<file path="src/rtl/rate_tick_pkg.sv">
// Shared constants for the rate tick generator: base divisor table, FSM state
// encoding and the scaled divisor lookup used at elaboration time.
package rate_tick_pkg;

  // Base divisors against the 50 MHz system clock
  localparam int unsigned DIV_FAST = 1;
  localparam int unsigned DIV_10HZ = 5_000_000;
  localparam int unsigned DIV_20HZ = 2_500_000;
  localparam int unsigned DIV_40HZ = 1_250_000;

  // FSM state encoding
  localparam logic [1:0] IDLE = 2'd0;
  localparam logic [1:0] RUN  = 2'd1;
  localparam logic [1:0] DONE = 2'd2;

  // Scaled divisor for a table index; floored and clamped so a period is never zero
  function automatic longint unsigned rate_div(input int unsigned index,
                                               input int unsigned scale);
    longint unsigned base;
    longint unsigned q;
    case (index)
      0:       base = longint'(DIV_FAST);
      1:       base = longint'(DIV_10HZ);
      2:       base = longint'(DIV_20HZ);
      3:       base = longint'(DIV_40HZ);
      default: base = longint'(DIV_FAST);
    endcase
    q = (scale == 0) ? base : base / longint'(scale);
    if (q == 0) q = 1;
    return q;
  endfunction

endpackage

</file>
<file path="src/rtl/rate_tick_gen_table.sv">
// Combinational select -> divisor lookup. Entries are elaboration-time constants
// (scaled and clamped), so the lookup is a plain mux.
module rate_div_table
  import rate_tick_pkg::*;
#(
  parameter int unsigned CNT_W       = 32,
  parameter int unsigned SEL_W       = 2,
  parameter int unsigned TABLE_SCALE = 1
) (
  input  logic [SEL_W-1:0] select,
  output logic [CNT_W-1:0] div
);

  logic [CNT_W-1:0] div_tbl [2**SEL_W];

  for (genvar i = 0; i < 2**SEL_W; i++) begin : g_tbl
    assign div_tbl[i] = CNT_W'(rate_div(i, TABLE_SCALE));
    // Every entry must be representable by the counter
    if ((rate_div(i, TABLE_SCALE) >> CNT_W) != 0) begin : g_ovf
      $error("rate_div_table: divisor entry does not fit CNT_W");
    end
  end

  // Index the constant table
  always_comb begin
    div = div_tbl[select];
  end

endmodule

</file>
<file path="src/rtl/rate_tick_gen.sv">
// Rate tick generator: owns the down-counter and FSM, emits a registered one-cycle
// tick at the selected rate. Optional runtime divisor override is compiled in
// with RATE_TICK_OVERRIDE_EN.
module rate_tick_gen
  import rate_tick_pkg::*;
#(
  parameter int unsigned CNT_W       = 32,
  parameter int unsigned SEL_W       = 2,
  parameter int unsigned NUM_RATES   = 4,
  parameter int unsigned TABLE_SCALE = 1
) (
  input  logic             clk,
  input  logic             reset,
  input  logic             enable,
  input  logic             oneshot,
  input  logic [SEL_W-1:0] select,
`ifdef RATE_TICK_OVERRIDE_EN
  input  logic             ovr_load,
  input  logic [CNT_W-1:0] ovr_value,
  output logic             ovr_active,
`endif
  output logic             tick,
  output logic             running,
  output logic             done,
  output logic             sel_err,
  output logic [CNT_W-1:0] count
);

  if (NUM_RATES > 2**SEL_W) begin : g_bad_num_rates
    $error("rate_tick_gen: NUM_RATES exceeds select range");
  end

  logic [1:0]       state_q, state_d;
  logic [CNT_W-1:0] count_q, count_d;
  logic [SEL_W-1:0] sel_q, sel_d;
  logic             mode_q, mode_d;
  logic             tick_q, tick_d;
  logic             sel_err_q, sel_err_d;

  logic [CNT_W-1:0] tbl_div;
  logic [CNT_W-1:0] load_div;
  logic             reload_req;
  logic             sel_bad;

  rate_div_table #(
    .CNT_W       (CNT_W),
    .SEL_W       (SEL_W),
    .TABLE_SCALE (TABLE_SCALE)
  ) u_table (
    .select (select),
    .div    (tbl_div)
  );

  assign sel_bad = (32'(select) >= NUM_RATES);

`ifdef RATE_TICK_OVERRIDE_EN
  logic [CNT_W-1:0] ovr_div_q, ovr_div_d;
  logic             ovr_active_q, ovr_active_d;
  logic [CNT_W-1:0] ovr_clamped;

  // A zero override would mean a zero-length period; store it as 1
  assign ovr_clamped = (ovr_value == '0) ? CNT_W'(1) : ovr_value;
  // A fresh load takes effect on the same edge it is latched
  assign load_div    = ovr_load ? ovr_clamped : (ovr_active_q ? ovr_div_q : tbl_div);
  assign reload_req  = (select != sel_q) || ovr_load;

  // Override register: sticky until reset
  always_comb begin
    ovr_div_d    = ovr_load ? ovr_clamped : ovr_div_q;
    ovr_active_d = ovr_active_q | ovr_load;
  end

  // Override state register
  always_ff @(posedge clk) begin
    if (reset) begin
      ovr_div_q    <= CNT_W'(1);
      ovr_active_q <= 1'b0;
    end else begin
      ovr_div_q    <= ovr_div_d;
      ovr_active_q <= ovr_active_d;
    end
  end

  assign ovr_active = ovr_active_q;
`else
  assign load_div   = tbl_div;
  assign reload_req = (select != sel_q);
`endif

  // State and datapath registers
  always_ff @(posedge clk) begin
    if (reset) begin
      state_q   <= IDLE;
      count_q   <= '0;
      sel_q     <= '0;
      mode_q    <= 1'b0;
      tick_q    <= 1'b0;
      sel_err_q <= 1'b0;
    end else begin
      state_q   <= state_d;
      count_q   <= count_d;
      sel_q     <= sel_d;
      mode_q    <= mode_d;
      tick_q    <= tick_d;
      sel_err_q <= sel_err_d;
    end
  end

  // Next-state and counter logic; RUN checks are in strict priority order
  always_comb begin
    state_d   = state_q;
    count_d   = count_q;
    sel_d     = sel_q;
    mode_d    = mode_q;
    tick_d    = 1'b0;
    sel_err_d = sel_bad;
    case (state_q)
      IDLE: begin
        count_d = '0;
        if (enable && !sel_bad) begin
          count_d = load_div - CNT_W'(1);
          sel_d   = select;
          mode_d  = oneshot;
          state_d = RUN;
        end
      end
      RUN: begin
        if (!enable || sel_bad) begin
          state_d = IDLE;
          count_d = '0;
        end else if (reload_req) begin
          // Restart a full period; no tick on the restart edge
          count_d = load_div - CNT_W'(1);
          sel_d   = select;
        end else if (count_q == '0) begin
          tick_d = 1'b1;
          if (mode_q) begin
            state_d = DONE;
            count_d = '0;
          end else begin
            count_d = load_div - CNT_W'(1);
          end
        end else begin
          count_d = count_q - CNT_W'(1);
        end
      end
      DONE: begin
        count_d = '0;
        if (!enable) state_d = IDLE;
      end
      default: begin
        state_d = IDLE;
        count_d = '0;
      end
    endcase
  end

  // Outputs decoded from registered state
  always_comb begin
    tick    = tick_q;
    running = (state_q == RUN);
    done    = (state_q == DONE);
    sel_err = sel_err_q;
    count   = count_q;
  end

endmodule

</file>
<file path="config.mk">
export PLATFORM = sky130hd
export DESIGN_NAME = rate_tick_gen
export DESIGN_NICKNAME = d
export VERILOG_FILES = /design/src/rtl/rate_tick_pkg.sv /design/src/rtl/rate_tick_gen_table.sv /design/src/rtl/rate_tick_gen.sv
export SDC_FILE = /design/constraint.sdc
export NUM_CORES = 1
export LEC_CHECK = 0
export ABC_AREA = 1
export BUFFER_PORTS_ARGS = -buffer_cell sky130_fd_sc_hd__buf_2
export CAP_MARGIN = 40
export CORE_ASPECT_RATIO = 0.8
export CORE_UTILIZATION = 45
export CTS_BUF_LIST = sky130_fd_sc_hd__clkbuf_16
export DETAILED_ROUTE_END_ITERATION = 8
export GPL_ROUTABILITY_DRIVEN = 0
export HOLD_SLACK_MARGIN = 0.12
export PLACE_DENSITY = 0.65
export SYNTH_ARGS = -nofsm -noshare
export SYNTH_HDL_FRONTEND = slang
export SYNTH_HIERARCHICAL = 1
export SYNTH_SLANG_ARGS = --single-unit
</file>
<file path="constraint.sdc">
create_clock -name clk -period 1.95 [get_ports clk]
set_input_delay 0.2925 -clock clk [delete_from_list [all_inputs] [get_ports clk]]
set_output_delay 0.2925 -clock clk [all_outputs]
set_load 0.1 [all_outputs]
</file>
### After elaboration in Yosys (flattened, before gate mapping)

Cells that the tools add are included.

* reductions and logical operators: 7
* bitwise gates (word level): 3
* $lt $le $gt $ge: 1
* add/sub/neg operators: 2
* equal/unequal tests: 10
* mux-type cells: 21

Operators with widths (count)
* 32-bit 2-to-1 mux: 7
* 32-bit binary-select mux with 2-bit select: 1
* 32-bit one-hot mux with 2 select lines: 1
* 32-bit by 1-bit subtractor with 32-bit output (second input constant): 2
* 32-bit zero test: 1
* 2-bit 2-to-1 mux: 9
* 2-bit != test (second input constant): 3
* 3-bit by 2-bit != test with 1-bit output (second input constant): 2
* 2-bit one-hot mux with 3 select lines: 1
* 5-bit AND reduction: 1
* 2-bit one-hot mux with 2 select lines: 1
* 4-bit AND reduction: 1
* 4-bit OR reduction: 1
* 3-bit greater-or-equal comparator (second input constant): 1
* 3-bit != test (second input constant): 1
* 2-bit inverter with 3-bit output: 1
* 2-bit by 1-bit == test with 1-bit output (second input constant): 1
* 2-bit == test (second input constant): 1
* 2-bit zero test: 1
* 2-bit by 1-bit != test with 1-bit output (second input constant): 1
* 2-bit != test: 1
* 1-bit inverter: 2
* 2-bit AND reduction: 1
* 2-bit nonzero test: 1
* 1-bit 2-to-1 mux: 1

* bits in registers: 38
* bits of input ports: 6
* logic and storage cells: 49

### Longest topological paths before layout

* word-level depth: 10
* depth in mapped cells: 15
* mapped depth without buffers: 14

### Hierarchy

Netlist, hierarchy kept.

Modules (own cells, without submodules)
* rate_tick_gen: cells each 551, area each 3194.3 um^2, times used 1, sequential area each 760.7 um^2
* rate_div_table: cells each 34, area each 264.0 um^2, times used 1, sequential area each 0.0 um^2

### Worst setup path before layout

Ideal clock, no wire load.

* path type: register to register
* start point: register count_q[0] (netlist: count[0])
* end point: register count_q[11] (netlist: count[11])
* stages on the path, launching flop included: 13
* arrival time: 2.379 ns
* slack: -0.499 ns
* setup time: 0.070 ns
* buffers on the path: 1
* required time: 1.880 ns
* clock period less this slack: 2.449 ns
* path through: dfxtp_1 -> inv_1 -> ha_1 -> nand2_1 -> nor2_1 -> nand2_1 -> nor2_1 -> nand3_1 -> nand3_1 -> inv_1 -> buf_2 -> o21ai_0 -> a21oi_1

* cells in the longest elaborated chain, start to end: 5
* elaborated cells on any way between the ends: 6
* those cells by class: 1 x add/sub; 4 x mux; 1 x reduce/logical

Ends and longest elaborated chain
* start, declared: line rate_tick_gen.sv:34 `logic [CNT_W-1:0] count_q, count_d;`
* start signal, assigned: line rate_tick_gen.sv:101 `count_q <= count_d;`
* 32-bit by 1-bit subtractor with 32-bit output or 32-bit zero test (tied branches): line rate_tick_gen.sv:144, rate_tick_gen.sv:135
* 32-bit 2-to-1 mux *: line rate_tick_gen.sv:135 `end else if (count_q == '0) begin`
* 32-bit 2-to-1 mux *: line rate_tick_gen.sv:131 `end else if (reload_req) begin`
* 32-bit 2-to-1 mux *: line rate_tick_gen.sv:128 `if (!enable || sel_bad) begin`
* 32-bit one-hot mux with 2 select lines *: line rate_tick_gen.sv:117 `case (state_q)`

Mark *: on every way between the ends. The rest lies on a longest branch, timed or not.
A chain may end at the register's enable or synchronous reset.

### Worst setup path in the final report

* start point: register count_q[0] (netlist: count[0])
* end point: register count_q[3] (netlist: count[3])

The elaborated chain is that of the path after synthesis.

==> flow_summary_export.csv <==
group,metric,value,unit
timing,finalCriticalPeriod,1.93,ns
cts,cts_tree,"yes",
synthesis,syn_area,3460,um2
floorplan,core-area,7430,um2
critical_path,cp_cell_sequence,"inv_4 -> ha_4 -> nand2_4 -> nor2_4 -> nand2_2 -> nor2_4 -> nand2_2 -> nor2_4 -> nand2_2 -> a21oi_4 -> buf_6 -> buf_16 -> o21ai_1 -> a21oi_1",
finish,stdcell_count,820,
pwr,p_leak,2.48,nW
routing,routed_wirelength,11.4,mm
synthesis,synth-edff-count,0,
placement,portBuffers,40,
grt,grt_pass1_wl,17.5,mm
grt,antenna_found_initial,1,
floorplan,rows,28,
cts,ctsHoldBuffers,0,
grt,overflow,0,
critical_path,cp-end-kind,"flop",
floorplan,die_x,100,um
synthesis,yosysSeqAreaShare,22.0,%
critical_path,critPathMaxFanout,6,
cts,cts_sinks,38,
timing,period_share,99.0,%
outcome,outcome,"complete, no violations",
timing,slew_violations,0,
routing,num_vias,4025,
synthesis,synth-warning-count,6,
critical_path,slowest_delay,0.35,ns
grt,grt_pass1_vias,3759,
timing,whs,0.268,ns
critical_path,crit_arrival,2.14,ns
finish,fin_nets,726,
cts,clk_path_buf_depth,2,
placement,dpl_cell_area,4390,um2
cts,path_clk_slew,0.07,ns
timing,finalHoldViolCount,0,
routing,drt_iter0_markers,271,
routing,routedWlPerCell,13.9,um
cts,htreeDepth,2,
routing,drcViolationCount,0,
critical_path,path_buf_inv,3,
finish,drive_gt1_share,41.5,%
synthesis,avgSynthCellArea,5.91,um2
finish,final_cell_mix,"nand2_1 (126), buf_4 (100), nor2_1 (92)",
finish,syn_to_final_growth,47.1,%
hold_path,hp-class,"input pin to flop",
critical_path,cp_data_required_time,2.16,ns
critical_path,slowest_stage,"dfxtp_4",
critical_path,path_delay_family,"simple AND/OR/NAND/NOR gates",
critical_path,path_class,"flop to flop",
grt,track_usage,28.0,%
cts,root_buffer,"clkbuf_16",
timing,rsz0062_at_grt,"yes",
placement,place_ws,-0.368,ns
finish,antenna_cells,0,
synthesis,synth_ff_type,"dfxtp_1",
timing,setup_viol,0,
timing,fmax,0.518,GHz
synthesis,synth_seq_cells,38,
floorplan,start_util,46.6,%
finish,final_area,5090,um2
pwr,vdd_ir_drop_max,404,uV
cts,cts_made_buffers,5,
floorplan,dieArea,8040,um2
floorplan,io_pins,42,
cts,clkLatencyLatePin,0.29,ns
routing,ant_nets,0,
routing,viasPerCell,4.91,
grt,grt_max_degree,33,
synthesis,synth_cell_types,32,
synthesis,synthArstFlopShare,0,%
finish,final_common_cell,"nand2_1",
timing,finClkSkew,0.00441,ns
placement,numPlacedInstances,804,
placement,hpwlAfterDp,8.27,mm
floorplan,die_h,80.4,um
pwr,power.density,643,nW/um2
timing,setup_slack,0.0201,ns
synthesis,syn_inst,585,
routing,drt-pass1-iter-count,5,
flow_run,cap_violations,0,
critical_path,worst_setup_path_start_kind,"flop",
==> registers in the layout, summed over array words and instances, names as in the netlist <==
register,cells
count,32
sel_q,2
state_q,2
mode_q,1
tick,1
==> routing by layer <==
metal	routed length, um	vias to the layer above	GRT usage (%)	part of all wire [%]
met5	13	-	0	0.11
met4	95	2	4.49	0.84
met3	775	14	6.79	6.8
met1	5110	1844	37.2	45
li1	-	2031	-	-
met2	5370	134	46.6	47
==> tightest hold or removal path, cell delays in order <==
cell and delay [ns]:
buf_2 0.09, nand3_1 0.07, o21ai_0 0.06
==> path summary, 6_finish.rpt <==
check,startpoint,to,slack [ns],cells after the start
max reg2reg,count[0]$_SDFF_PP0_,count[3]$_SDFF_PP0_,0.02,14
max,count[0]$_SDFF_PP0_,count[3]$_SDFF_PP0_,0.02,14
min,enable,state_q[1]$_SDFFE_PP0P_,0.27,3
min reg2reg,sel_q[1]$_SDFFE_PP0P_,sel_q[1]$_SDFFE_PP0P_,0.55,2
==> cell type report <==
class	instances	area, um2
Timing Repair Buffer	146	1060
Sequential cell	38	806
Inverter	64	245
Multi-Input combinational cell	459	2650
Clock inverter	3	68.8
Tap cell	105	131
Fill cell	613	2340
Clock buffer	5	125
==> logic make-up (layout without fill, tap and decap cells) <==
group                    Yosys count  after routing  share of synthesized area [%]
AND/OR/NAND/NOR                  338            338                           40.5
buffers and inverters            100            218                           14.4
AO/OA/AOI/OAI                     58             58                           9.84
XOR/XNOR                          43             43                           10.9
flip-flops                        38             38                           22.0
adder cells (fa/ha/maj)            6              6                           2.17
other                              2             14                          0.217
==> power by group <==
part | switching, mW | internal [mW]
registers | 0.0333 | 0.819
logic | 0.856 | 0.454
clock network | 0.373 | 0.737
==> cells in the mapped netlist, types with 3 or more instances <==
master / instances / area [um2]
xor2_1: 27 / 236
or2_2: 6 / 37.5
o21ai_0: 16 / 80.1
nand2_2: 3 / 18.8
nand4_1: 3 / 18.8
nor2_4: 3 / 33.8
xnor2_1: 16 / 140
nand3_1: 37 / 185
o21bai_1: 4 / 30.0
dfxtp_1: 38 / 761
buf_4: 28 / 210
clkbuf_1: 4 / 15.0
nor2_1: 128 / 480
nor3_1: 7 / 35.0
ha_1: 6 / 75.1
nor2_2: 4 / 25.0
inv_2: 3 / 11.3
a21oi_2: 5 / 43.8
inv_1: 61 / 229
nand2_1: 142 / 533
a21oi_1: 28 / 140
==> repair_timing <==
action / 4_1_cts / 5_1_grt
setup buffers: 3 / 4
pin swaps: 11 / 28
setup endpoints to repair: 32 / 32
gates resized for setup: 35 / 88
cloned: 1 / 0
==> through the flow <==
step	TNS, ns	total power, mW	utilization [%]
6_report	0	3.27	68.5
5_1_grt	-0.463	3.41	68.5
4_1_cts	-0.0202	3.14	63.7
3_5_place_dp	-5.30	1.98	59.1
3_3_place_gp	-4.07	1.97	59.1
2_1_floorplan	-0.0339	1.68	-
Note: power is estimated with default switching activity, not from simulation.
